`config.mk`:
```
export PLATFORM = sky130hd
export DESIGN_NAME = dsp_mac_pipe
export DESIGN_NICKNAME = d
export VERILOG_FILES = /design/src/rtl/dsp_pkg.sv /design/src/rtl/dsp_delay_line.sv /design/src/rtl/dsp_mac_pipe.sv
export SDC_FILE = /design/constraint.sdc
export NUM_CORES = 2
export LEC_CHECK = 0
export BUFFER_PORTS_ARGS = -buffer_cell sky130_fd_sc_hd__buf_4
export CAP_MARGIN = 20
export CORE_MARGIN = 4
export CORE_UTILIZATION = 45
export CTS_CLUSTER_DIAMETER = 30
export CTS_CLUSTER_SIZE = 30
export DETAILED_ROUTE_END_ITERATION = 8
export PLACE_DENSITY_LB_ADDON = 0.1
export SETUP_SLACK_MARGIN = 0.15
export SLEW_MARGIN = 20
export SYNTH_ARGS = -nofsm -noshare
export SYNTH_HDL_FRONTEND = slang
export SYNTH_SLANG_ARGS = --single-unit
```
`constraint.sdc`:
```
create_clock -name clk -period 6.3 [get_ports clk]
set_input_delay 0.945 -clock clk [delete_from_list [all_inputs] [get_ports clk]]
set_output_delay 0.945 -clock clk [all_outputs]
set_load 0.03 [all_outputs]
```
`src/rtl/dsp_pkg.sv`:
```
// rtl/dsp_pkg.sv - shared opmode encoding and default widths for the DSP MAC slice
package dsp_pkg;

    localparam int DSP_AW = 18;
    localparam int DSP_BW = 18;
    localparam int DSP_CW = 48;
    localparam int DSP_PW = 48;

    typedef enum logic [1:0] {
        OP_ADD_C   = 2'b00,
        OP_SUB_C   = 2'b01,
        OP_ACC_ADD = 2'b10,
        OP_ACC_SUB = 2'b11
    } opmode_e;

endpackage

```
`src/rtl/dsp_delay_line.sv`:
```
// rtl/dsp_delay_line.sv - width/depth parametrised shift register with synchronous active-low clear
module dsp_delay_line #(
    parameter int W     = 1,
    parameter int DEPTH = 1
) (
    input  logic         clk,
    input  logic         rst_n,
    input  logic [W-1:0] i_d,
    output logic [W-1:0] o_q
);

    logic [W-1:0] r_sr [DEPTH];

    always_ff @(posedge clk) begin
        if (!rst_n) begin
            for (int i = 0; i < DEPTH; i++) r_sr[i] <= '0;
        end else begin
            r_sr[0] <= i_d;
            for (int i = 1; i < DEPTH; i++) r_sr[i] <= r_sr[i-1];
        end
    end

    assign o_q = r_sr[DEPTH-1];

endmodule

```
`src/rtl/dsp_mac_pipe.sv`:
```
// rtl/dsp_mac_pipe.sv - four-stage signed pre-add / multiply / post-add slice with accumulate and overflow flag
module dsp_mac_pipe
    import dsp_pkg::*;
#(
    parameter int AW = DSP_AW,
    parameter int BW = DSP_BW,
    parameter int CW = DSP_CW,
    parameter int PW = DSP_PW
) (
    input  logic                 clk,
    input  logic                 rst_n,
    input  logic                 in_valid,
    input  logic signed [AW-1:0] A,
    input  logic signed [BW-1:0] B,
    input  logic signed [BW-1:0] D,
    input  logic signed [CW-1:0] C,
    input  logic                 pre_sub,
    input  logic [1:0]           opmode,
    output logic                 out_valid,
    output logic signed [PW-1:0] P,
    output logic                 ovf
);

    localparam int MW = AW + BW + 1;

    if (PW < MW) begin : g_chk_pw_m
        $error("dsp_mac_pipe: PW must be >= AW+BW+1");
    end
    if (PW < CW) begin : g_chk_pw_c
        $error("dsp_mac_pipe: PW must be >= CW");
    end

    // A, C, opmode and valid ride delay lines so they meet their own sample's M at stage 4
    logic signed [AW-1:0] w_a2;
    logic signed [CW-1:0] w_c3;
    logic [1:0]           w_op3;
    logic                 w_v3;

    dsp_delay_line #(.W(AW), .DEPTH(2)) u_dly_a  (.clk(clk), .rst_n(rst_n), .i_d(A),        .o_q(w_a2));
    dsp_delay_line #(.W(CW), .DEPTH(3)) u_dly_c  (.clk(clk), .rst_n(rst_n), .i_d(C),        .o_q(w_c3));
    dsp_delay_line #(.W(2),  .DEPTH(3)) u_dly_op (.clk(clk), .rst_n(rst_n), .i_d(opmode),   .o_q(w_op3));
    dsp_delay_line #(.W(1),  .DEPTH(3)) u_dly_v  (.clk(clk), .rst_n(rst_n), .i_d(in_valid), .o_q(w_v3));

    logic signed [BW-1:0] r1_b;
    logic signed [BW-1:0] r1_d;
    logic                 r1_sub;
    logic signed [BW:0]   r2_pre;
    logic signed [MW-1:0] r3_m;
    logic signed [PW-1:0] r_p;
    logic                 r_ovf;
    logic                 r_out_valid;

    logic signed [BW:0]   w_b_x;
    logic signed [BW:0]   w_d_x;
    logic signed [MW-1:0] w_a_x;
    logic signed [MW-1:0] w_pre_x;

    assign w_b_x   = {r1_b[BW-1], r1_b};
    assign w_d_x   = {r1_d[BW-1], r1_d};
    assign w_a_x   = {{(MW-AW){w_a2[AW-1]}}, w_a2};
    assign w_pre_x = {{AW{r2_pre[BW]}}, r2_pre};

    always_ff @(posedge clk) begin
        if (!rst_n) begin
            r1_b   <= '0;
            r1_d   <= '0;
            r1_sub <= 1'b0;
            r2_pre <= '0;
            r3_m   <= '0;
        end else begin
            r1_b   <= B;
            r1_d   <= D;
            r1_sub <= pre_sub;
            r2_pre <= r1_sub ? (w_d_x - w_b_x) : (w_d_x + w_b_x);
            r3_m   <= w_a_x * w_pre_x;
        end
    end

    // Post-add runs one bit wider than P; disagreement of the top two bits is signed overflow
    logic signed [PW:0] w_m_x;
    logic signed [PW:0] w_c_x;
    logic signed [PW:0] w_p_x;
    logic signed [PW:0] w_lhs;
    logic signed [PW:0] w_rhs;
    logic signed [PW:0] w_sum;
    logic               w_sub;
    opmode_e            w_op3_e;

    assign w_m_x   = {{(PW+1-MW){r3_m[MW-1]}}, r3_m};
    assign w_c_x   = {{(PW+1-CW){w_c3[CW-1]}}, w_c3};
    assign w_p_x   = {r_p[PW-1], r_p};
    assign w_op3_e = opmode_e'(w_op3);

    always_comb begin
        w_lhs = w_m_x;
        w_rhs = w_c_x;
        w_sub = 1'b0;
        case (w_op3_e)
            OP_ADD_C:   w_sub = 1'b0;
            OP_SUB_C:   w_sub = 1'b1;
            OP_ACC_ADD: begin
                w_lhs = w_p_x;
                w_rhs = w_m_x;
            end
            OP_ACC_SUB: begin
                w_lhs = w_p_x;
                w_rhs = w_m_x;
                w_sub = 1'b1;
            end
            default:    w_sub = 1'b0;
        endcase
        w_sum = w_sub ? (w_lhs - w_rhs) : (w_lhs + w_rhs);
    end

    always_ff @(posedge clk) begin
        if (!rst_n) begin
            r_p         <= '0;
            r_ovf       <= 1'b0;
            r_out_valid <= 1'b0;
        end else begin
            r_out_valid <= w_v3;
            if (w_v3) begin
                r_p   <= w_sum[PW-1:0];
                r_ovf <= w_sum[PW] ^ w_sum[PW-1];
            end
        end
    end

    assign P         = r_p;
    assign ovf       = r_ovf;
    assign out_valid = r_out_valid;

endmodule

```
==> impl_metrics.json <==
{
  "ir_drop_mv": 0.1838,
  "die_area_um2": 66360,
  "mostFrequentLayoutCell": "and2_1",
  "synth_async_sr_flop_share_pct": 0,
  "antenna_left": 0,
  "power-per-cell-area_nw_per_um2": 316.9,
  "cap_violations": 0,
  "hold_path.class": "flip-flop to flip-flop",
  "vias": 21690,
  "worst_slack_ps": 234.0,
  "total_power_w": 0.01092,
  "max-slew-margin-rel_pct": 31.92,
  "cts-hold-fix-buffers": 0,
  "gp_congestion": 0.9100,
  "grt_setup_unrepaired": "yes",
  "synth.distinct_cells": 81,
  "start_kind": "flip-flop",
  "yosysSeqAreaShare_pct": 23.71,
  "finClkSkew_ps": 34.42,
  "cts_tree": "yes",
  "final_cell_mix": "and2_1, inv_1, fa_1, dfxtp_1, buf_4",
  "ios": 158,
  "arrival_ps": 6560,
  "synth_edf_count": 0,
  "dp_hpwl_um": 64110,
  "clockRootBuffer": "clkbuf_16",
  "synthCells": 3073,
  "total_leakage_power_nw": 16.14,
  "slew_violations": 0,
  "required_ps": 6790,
  "cts_max_level": 3,
  "cts_buffers": 75,
  "synthTopCellsByArea": "fa_1, dfxtp_1, and2_1, ha_1, inv_1",
  "ctsLongestPathBuffers": 3,
  "grt_usage_pct": 23.76,
  "syn_area_um2": 28030,
  "fp.dieW_um": 257.6,
  "drtIter0Drc": 1266,
  "tightest_slew_ps": 1011,
  "path_class": "flip-flop to flip-flop",
  "via_per_inst": 5.117,
  "layout-drive-gt1-share_pct": 18.35,
  "grt_max_degree": 111,
  "worstPathMaxFanout": 7,
  "fillCellCount": 5587,
  "grt_pass1_vias": 22530,
  "post-route-util_pct": 55.82,
  "fin_crit_ps": 6066,
  "grt-ovfl-total": 0,
  "die_h_um": 257.6,
  "coreArea_um2": 61710,
  "syn_nets": 3691,
  "numPortBuffers": 157,
  "yosys.area.top_type": "fa_1",
  "fin_crit_sh_pct": 96.29,
  "row_count": 91,
  "drt-total-wl_um": 78630,
  "antenna_found_initial": 4,
  "status": "complete, no violations",
  "endpoint_kind": "flip-flop",
  "fmax_mhz": 164.9,
  "synth_top_area_share_pct": 24.78,
  "stdcell_count": 4239,
  "initial_core_util_pct": 45.43,
  "pre_cts_slack_ps": -183.8,
  "clkTransAtPathRegs_ps": 50,
  "clk-insertion-delay-late_ps": 600,
  "grt_pass1_wl_um": 124900,
  "synthToLayoutAreaGrowth_pct": 22.87,
  "dp_cells": 4082,
  "drt_first_pass_iters": 5,
  "synth.ff_latch_count": 332,
  "seqCellArea_um2": 6730,
  "wire_per_inst_um": 18.55,
  "finalHoldViolCount": 0,
  "nets": 3958,
  "avgSynthCellArea_um2": 9.123,
  "synth_warnings": 0,
  "setup_viol": 0,
  "synth_flop_cell": "dfxtp_1",
  "multiInputGateArea_um2": 19680,
  "numClockSinks": 332,
  "remaining_drc_errors": 0
}
synthesized netlist by cell type (6+ instances only):
cell type and instances:
a211oi_1 17, a21o_1 48, a21oi_1 121, a31oi_1 21, a41oi_1 7, and2_1 419, and3_1 12, buf_1 11
buf_2 8, clkbuf_1 110, dfxtp_1 332, fa_1 347, ha_1 163, inv_1 425, mux2_2 37, mux2i_1 64
nand2_1 246, nand2b_1 23, nand3_1 29, nand4_1 16, nor2_1 190, nor2b_1 19, nor3_1 38, nor3b_1 11
nor4_1 6, o21a_1 8, o21ai_0 70, o21bai_1 16, o31ai_1 8, or2_2 7, or3_1 8, xnor2_1 82
xor2_1 64
cell families after synthesis:
family                   synth area share [%]
XOR/XNOR                                4.646
AO/OA/AOI/OAI                           8.788
AND/OR/NAND/NOR                         19.39
buffers and inverters                   7.641
multiplexers                            3.771
adder cells (fa/ha/maj)                 32.05
flip-flops                              23.71
critical path: stages, from the launching register on:
cell and delay (ps):
dfxtp_4 370, and2_4 160, fa_1 560, inv_2 50
fa_1 570, fa_2 480, fa_1 500, inv_1 60
fa_1 500, inv_2 40, fa_1 510, inv_2 50
ha_4 260, and3_4 180, buf_6 100, nand2b_4 50
a2bb2oi_4 140, o31a_1 310, o22ai_4 250, o2111ai_2 170
buf_6 160, a31o_4 240, a31o_2 220
power by group:
| group | internal (W) | total (W) | switching, W |
|---|---|---|---|
| Sequential | 0.00229 | 0.00252 | 0.000222 |
| Clock | 0.00281 | 0.00412 | 0.00131 |
| Combinational | 0.00190 | 0.00429 | 0.00238 |
state kept, by name (all words and copies together) (netlist names), 3 cells and up:
name,count
P,48
r1_d,18
u_dly_op.r_sr,6
u_dly_a.r_sr,36
u_dly_c.r_sr,144
r2_pre,19
r1_b,18
u_dly_v.r_sr,3
r3_m,37
layout make-up:
cell class                 count  share of cell area (%)
multi-input combinational   2182                   57.13
sequential                   332                   19.54
timing repair buffer         324                   7.730
clock buffer                  92                   5.895
inverter                     425                   4.631
tap                          837                   3.040
clock inverter                45                   2.023
antenna                        2                 0.01453
path summary, 6_finish.rpt:
check | start | to | slack [ps] | cells after the start
worst max register to register | u_dly_a.r_sr[0][26] | r3_m[36] | 230 | 22
worst max-delay path | u_dly_a.r_sr[0][26] | r3_m[36] | 230 | 22
worst min-delay path | u_dly_c.r_sr[0][74] | u_dly_c.r_sr[0][122] | 420 | 1
worst min register to register | u_dly_c.r_sr[0][74] | u_dly_c.r_sr[0][122] | 420 | 1
per-stage QoR:
stage | TNS [ps] | cell area (um^2) | hold WS [ps]
after detailed placement | -758.4 | 30980 | 416.9
after global routing | 0 | 34440 | 432.4
after CTS | 0 | 33800 | 426.2
after floorplan | 0 | 28050 | 411.9
final | 0 | 34450 | 422.5
after global placement | -309.4 | 30980 | 413.8
metal layers:
metal  share of wire (%)  vias up  global-route usage [%]
met5                   0        -                       0
met4                 1.7        0                   5.396
met3                 6.2       90                   3.972
met2                  44      624                   37.53
met1                  48    10690                   34.48
li1                    -    10290                       -
what timing repair did:
item	4_1_cts	5_1_grt
gates resized for setup	32	121
buffers inserted	1	17
setup endpoints to repair	11	12
pin swaps	6	49
No activity file was read; power rests on OpenSTA's default activity.
